`config.mk`:
```
export PLATFORM = sky130hd
export DESIGN_NAME = led_arbiter
export DESIGN_NICKNAME = d
export VERILOG_FILES = /design/src/rtl/led_arbiter.sv
export SDC_FILE = /design/constraint.sdc
export NUM_CORES = 1
export LEC_CHECK = 0
export ABC_AREA = 1
export CORE_MARGIN = 1.5
export CORE_UTILIZATION = 48
export CTS_BUF_LIST = sky130_fd_sc_hd__clkbuf_16
export DETAILED_ROUTE_END_ITERATION = 10
export PLACE_DENSITY = 0.75
export SETUP_SLACK_MARGIN = 0.02
export SLEW_MARGIN = 10
export SYNTH_ARGS = -nofsm -noshare
export SYNTH_HDL_FRONTEND = slang
export SYNTH_SLANG_ARGS = --single-unit
```
`constraint.sdc`:
```
create_clock -name clk -period 1.6 [get_ports clk]
set_input_delay 0.32 -clock clk [delete_from_list [all_inputs] [get_ports clk]]
set_output_delay 0.32 -clock clk [all_outputs]
set_load 0.02 [all_outputs]
```
`src/rtl/led_arbiter.sv`:
```
`default_nettype none
// ============================================================================
// Module   : led_arbiter
// Brief    : Round-robin sharing of 6 board LEDs between 4 requesters, with a
//            tick-based minimum hold and optional per-source blink.
// Revision : 1.0
// ============================================================================
module led_arbiter #(
    parameter int TICK_DIV   = 50000000,
    parameter int HOLD_TICKS = 2
) (
    input  logic        clk,
    input  logic        rst,
    input  logic [3:0]  req,
    input  logic [23:0] pattern,
    input  logic [3:0]  blink,
    output logic [3:0]  grant,
    output logic        busy,
    output logic [5:0]  led,
    output logic        tick
);
    localparam int c_PW = $clog2(TICK_DIV);
    localparam int c_HW = (HOLD_TICKS > 0) ? $clog2(HOLD_TICKS + 1) : 1;
    localparam logic [c_PW-1:0] c_PRE_LAST  = c_PW'(TICK_DIV - 1);
    localparam logic [c_HW-1:0] c_HOLD_LAST = c_HW'((HOLD_TICKS > 0) ? HOLD_TICKS - 1 : 0);

    typedef enum logic [1:0] {
        S_IDLE = 2'd0,
        S_HOLD = 2'd1,
        S_OPEN = 2'd2
    } state_t;

    state_t          state_q, state_d;
    logic [c_PW-1:0] cnt_q, cnt_d;
    logic [c_HW-1:0] hold_cnt_q, hold_cnt_d;
    logic [1:0]      rr_last_q, rr_last_d;
    logic [3:0]      grant_q, grant_d;
    logic [5:0]      led_q, led_d;
    logic            tick_q, tick_d;
    logic            phase_q, phase_d;
    logic            busy_q, busy_d;

    logic [1:0]      start_idx;
    logic [3:0]      req_rot;
    logic [1:0]      rot_pos;
    logic [1:0]      win_idx;
    logic            issue;

    // rr_last doubles as the owner index whenever grant is non-zero
    always_comb begin
        start_idx = rr_last_q + 2'd1;
        req_rot   = 4'({req, req} >> start_idx);
        if (req_rot[0])      rot_pos = 2'd0;
        else if (req_rot[1]) rot_pos = 2'd1;
        else if (req_rot[2]) rot_pos = 2'd2;
        else                 rot_pos = 2'd3;
        win_idx = start_idx + rot_pos;
    end

    always_comb begin
        cnt_d   = (cnt_q == c_PRE_LAST) ? '0 : cnt_q + c_PW'(1);
        tick_d  = (cnt_q == c_PRE_LAST);
        phase_d = phase_q ^ tick_q;

        state_d    = state_q;
        grant_d    = grant_q;
        rr_last_d  = rr_last_q;
        hold_cnt_d = hold_cnt_q;
        issue      = 1'b0;

        case (state_q)
            S_IDLE: begin
                if (|req) issue = 1'b1;
            end
            S_HOLD: begin
                if (tick_q) begin
                    if (hold_cnt_q == c_HOLD_LAST) state_d = S_OPEN;
                    else                           hold_cnt_d = hold_cnt_q + c_HW'(1);
                end
            end
            S_OPEN: begin
                if (|(req & ~grant_q)) begin
                    issue = 1'b1;
                end else if (~|(req & grant_q)) begin
                    grant_d = 4'd0;
                    state_d = S_IDLE;
                end
            end
            default: begin
                grant_d = 4'd0;
                state_d = S_IDLE;
            end
        endcase

        // The search starts just past the current owner, so a hand-over from
        // OPEN always lands on a different source when one is requesting.
        if (issue) begin
            grant_d    = 4'b0001 << win_idx;
            rr_last_d  = win_idx;
            hold_cnt_d = '0;
            state_d    = (HOLD_TICKS == 0) ? S_OPEN : S_HOLD;
        end

        busy_d = (state_d != S_IDLE);

        if (grant_q == 4'd0)
            led_d = 6'd0;
        else
            led_d = pattern[{3'd0, rr_last_q} * 5'd6 +: 6] & {6{~blink[rr_last_q] | phase_q}};
    end

    always_ff @(posedge clk or posedge rst) begin
        if (rst) begin
            state_q    <= S_IDLE;
            cnt_q      <= '0;
            hold_cnt_q <= '0;
            rr_last_q  <= 2'd3;
            grant_q    <= 4'd0;
            led_q      <= 6'd0;
            tick_q     <= 1'b0;
            phase_q    <= 1'b1;
            busy_q     <= 1'b0;
        end else begin
            state_q    <= state_d;
            cnt_q      <= cnt_d;
            hold_cnt_q <= hold_cnt_d;
            rr_last_q  <= rr_last_d;
            grant_q    <= grant_d;
            led_q      <= led_d;
            tick_q     <= tick_d;
            phase_q    <= phase_d;
            busy_q     <= busy_d;
        end
    end

    assign grant = grant_q;
    assign busy  = busy_q;
    assign led   = led_q;
    assign tick  = tick_q;

endmodule
`default_nettype wire

```
==> results.md <==
Synth:
- The per-instance average area after synthesis is 7.468 um2.
- The post-synthesis share of cell area spent on xor and xnor gates is 5.377%.
- The part of the Yosys area used for sequential elements is 43.35%.
- The number of nets handed over by synthesis was 386.
- The post-synthesis adder-cell area fraction is 1.440%.
- The number of synthesis warnings is 0.
- In this run the cell area of the synthesized design comes to 2606 um2.
- The main combinational cell family by area after synthesis is simple AND/OR/NAND/NOR gates.
- The mux contribution to synthesized area is 0%.
- The count of state elements after synthesis is 45.
- After synthesis, the netlist uses 34 different library cells.
- After synthesis, the share of flip-flops with an asynchronous set or reset is 100.0%.
- Counting flops with a built-in enable in the synthesized netlist gives 0.
- The fraction of the mapped netlist area in compound gates is 8.689%.
- Of the total synthesized cell area, the portion taken by AND, OR, NAND and NOR gates is 33.75%.
- The cell count after synthesis is 349.
- In the synthesized netlist the dominant register cell turns out to be sky130_fd_sc_hd__dfrtp_1.

Routing:
- For this run, design rule violations remaining after detail routing come to 0.
- The routed design has 6850 um of wire.
- The first TritonRoute pass finished after 4 iterations.
- After detailed routing, the average wire length per cell comes to 13.20 um.
- In this run the remaining antenna-violating nets after routing total 0.
- The vias after detailed routing is 2644.
- For this block, the initial DRC count from the detailed router was 132.
- The via count normalized by instance count is 5.094.

Power and ir drop:
- The maximum vdd drop is 0.6266 mV.
- The analysis attributes to cell leakage a power of 1.860 nW.
- The total power per unit cell area is 1160 nW/um2.

Worst setup path:
- The register-to-register path setup slack is -0.29 ns.
- The worst register-to-register path has a depth of 10.
- The beginning of the critical path is rr_last_q[0].
- At the worst endpoint, the required time is 1.83 ns.
- The setup path with the least slack is of type reg2reg.
- The reg-to-reg startpoint is rr_last_q[0].
- Along the worst path, the maximum fanout reaches 6.
- The endpoint of the most critical register-to-register path is grant[0].
- The startpoint kind of the worst setup timing path is a flip-flop.
- STA puts the critical path data arrival time at 2.12 ns.
- The worst setup path is captured at a flip-flop.

Final layout:
- After routing the design area is 3864 um2.
- The post-route core utilization is 74.70%.
- Registers take 1132 um2.
- Summing all multi-input logic gate instances after layout gives 1470 um2.
- The signed area change from the synthesized netlist to the final layout is 48.25%.
- The number of nets in the finished design is 485.
- The final instance count without filler cells is 519.
- The post-route netlist has 29.62% of its cells at a drive strength greater than 1.
- The total of fill cells in the finished design is 376.
- The repair_antennas step left the layout with diodes totalling 0.

Global routing:
- The first global-routing pass estimated 10860 um of wire.
- Entering global routing, the biggest net connects 17 pins.
- The number of global-route vias before repair is 2475.
- The initial antenna violation count is 0.
- Global routing used 23.14% of the available tracks across all layers.
- For this run the aggregate overflow at the end of global routing stands at 0.

Clock network:
- TritonCTS built the clock tree.
- Clock tree synthesis inserted a total of 5 buffers.
- The sink count of the clock tree is 45.
- The maximum clock insertion buffer count is 2.
- The clock-pin slew on the worst setup and hold paths is 0.06 ns.
- The cell at the root of the clock tree is sky130_fd_sc_hd__clkbuf_16.
- In this run, post-CTS hold repair placed 0 buffers.
- The insertion delay of the later-clocked pin in the worst-skew pair is 0.29 ns.
- The H-tree was split into 2 levels.

Floorplan:
- For this design the top-level I/O count stands at 46.
- The core region is 5172 um2.
- The floorplan step defined a die boundary enclosing 5881 um2.
- Once the floorplan was initialized, standard cells occupied 50.39% of the core.
- The die is 76.69 um tall.
- The width of the chip is 76.69 um.
- In this run the core area contains 26 standard-cell rows.

STA:
- For this run, the top clock speed supported by timing is 529.0 MHz.
- The count of final max-slew check failures was 0.
- In the finished design, the share of the clock period the worst path needs comes to 118.1%.
- In this run the tightest slew margin relative to its limit is 76.93%.
- Setup repair after global routing could not meet its margin everywhere.
- Final hold analysis gives a worst-case slack of 0.3102 ns.
- The post-layout worst setup margin is -0.2904 ns.
- The clock arrives with 0.004908 ns of skew.
- The pin slew with the least headroom to its limit is 0.3434 ns.
- Setup violations remaining at the end of the flow were counted as 20.
- The shortest period the worst path allows is 1.890 ns.
- The number of failing hold endpoints at the final stage is 0.

Placement:
- Buffers placed on the I/O ports in this run total 45.
- The detailed placer's ending HPWL is 4718 um.
- The placer congestion estimate is 0.9152.
- The placement-stage cell area is 3412 um2.
- Counting tap cells, the placed design contains a total of 496 instances.

Outcome:
- The checks that failed: negative setup slack.
- The flow ran to the end, but the final reports show violations.

Run:
- The number of max-cap violations is 0.

Min path:
- The worst hold path belongs to the class in2async.
worst max-delay path, stage by stage (launching register included):
cell and delay (ns):
sky130_fd_sc_hd__dfstp_2 0.65, sky130_fd_sc_hd__nand2_4 0.09, sky130_fd_sc_hd__inv_4 0.06, sky130_fd_sc_hd__nor2_4 0.04
sky130_fd_sc_hd__nor2_2 0.13, sky130_fd_sc_hd__a21oi_1 0.06, sky130_fd_sc_hd__a31oi_1 0.18, sky130_fd_sc_hd__ha_2 0.33
sky130_fd_sc_hd__nor2_2 0.16, sky130_fd_sc_hd__nand2_2 0.06, sky130_fd_sc_hd__nand2_1 0.05
per-stage QoR:
step	setup WS [ns]	setup TNS (ns)	power (mW)
2_1_floorplan	-0.08927	-0.3380	2.487
3_3_place_gp	-0.2977	-2.176	3.114
3_5_place_dp	-0.3748	-2.720	3.158
4_1_cts	-0.2097	-1.317	4.350
5_1_grt	-0.3790	-3.644	4.776
6_report	-0.2904	-1.754	4.481
cell families after synthesis:
| family | Yosys count |
|---|---|
| simple gates | 196 |
| buf+inv | 46 |
| flops | 45 |
| compound gates | 43 |
| xor+xnor | 16 |
| fa+ha+maj | 3 |
how the worst max path moves through the flow:
stage	endpoint	slack, ns	cells past startpoint
finish	grant[0]	-0.29	10
global route	grant[2]	-0.38	9
detailed placement	grant[1]	-0.37	9
global placement	grant[2]	-0.30	10
CTS	grant[1]	-0.21	11
floorplan	grant[1]	-0.09	12
power by group:
group	switching (mW)	internal (mW)
sequential	0.139	1.27
combinational	1.10	0.955
clock	0.435	0.586
total	1.67	2.81
Yosys cell counts, types with 2 or more instances:
cell type,number,area share (%)
sky130_fd_sc_hd__nand2_1,73,11
sky130_fd_sc_hd__nor2_1,73,11
sky130_fd_sc_hd__dfrtp_1,42,40
sky130_fd_sc_hd__inv_1,38,5.5
sky130_fd_sc_hd__o21ai_0,21,4.0
sky130_fd_sc_hd__nand3_1,16,3.1
sky130_fd_sc_hd__a21oi_1,15,2.9
sky130_fd_sc_hd__xor2_1,12,4.0
sky130_fd_sc_hd__nand4_1,9,2.2
sky130_fd_sc_hd__nor2_2,5,1.2
sky130_fd_sc_hd__nor3_1,5,0.96
sky130_fd_sc_hd__xnor2_1,4,1.3
sky130_fd_sc_hd__dfstp_2,3,3.0
sky130_fd_sc_hd__ha_1,3,1.4
sky130_fd_sc_hd__nand2_2,3,0.72
sky130_fd_sc_hd__nand3_2,3,1.2
sky130_fd_sc_hd__a31oi_1,2,0.48
sky130_fd_sc_hd__buf_6,2,0.86
sky130_fd_sc_hd__inv_2,2,0.29
sky130_fd_sc_hd__nor3_2,2,0.77
sky130_fd_sc_hd__nor3_4,2,1.2
sky130_fd_sc_hd__o21ai_1,2,0.38
layout by cell type (no fill, tap or decap), drive strengths merged, types with 2 or more instances in the layout:
cell / instances
a21oi: 15
a31oi: 2
buf: 52
clkbuf: 5
clkdlybuf4s50: 39
clkinv: 2
dfrtp: 42
dfstp: 3
dlygate4sd2: 5
ha: 3
inv: 41
nand2: 76
nand3: 19
nand4: 9
nor2: 79
nor3: 9
o21ai: 24
xnor2: 4
xor2: 12
area by class of cell:
type	instances	area share (%)
Sequential cell	45	29.31
Clock buffer	5	3.238
Inverter	41	4.145
Timing Repair Buffer	97	22.34
Tap cell	70	2.267
Multi-Input combinational cell	258	38.05
Clock inverter	3	0.6477
per-layer routing:
metal	routed length, um	GRT usage (%)	vias to the layer above
met2	3646	41.77	55
met5	0	0	-
li1	-	-	1315
met4	114	7.963	0
met3	221	4.881	12
met1	2868	27.06	1262
registers in the layout (all words and copies together), names as in the netlist:
name        flops
busy            1
state_q         2
rr_last_q       2
led             6
hold_cnt_q      2
grant           4
tick            1
phase_q         1
cnt_q          26
timing repair:
item,CTS,global route
gates resized for setup,26,44
setup buffers,8,9
endpoints found under the setup margin,23,35
pin swaps,11,23
No activity file was read; power rests on OpenSTA's default activity.
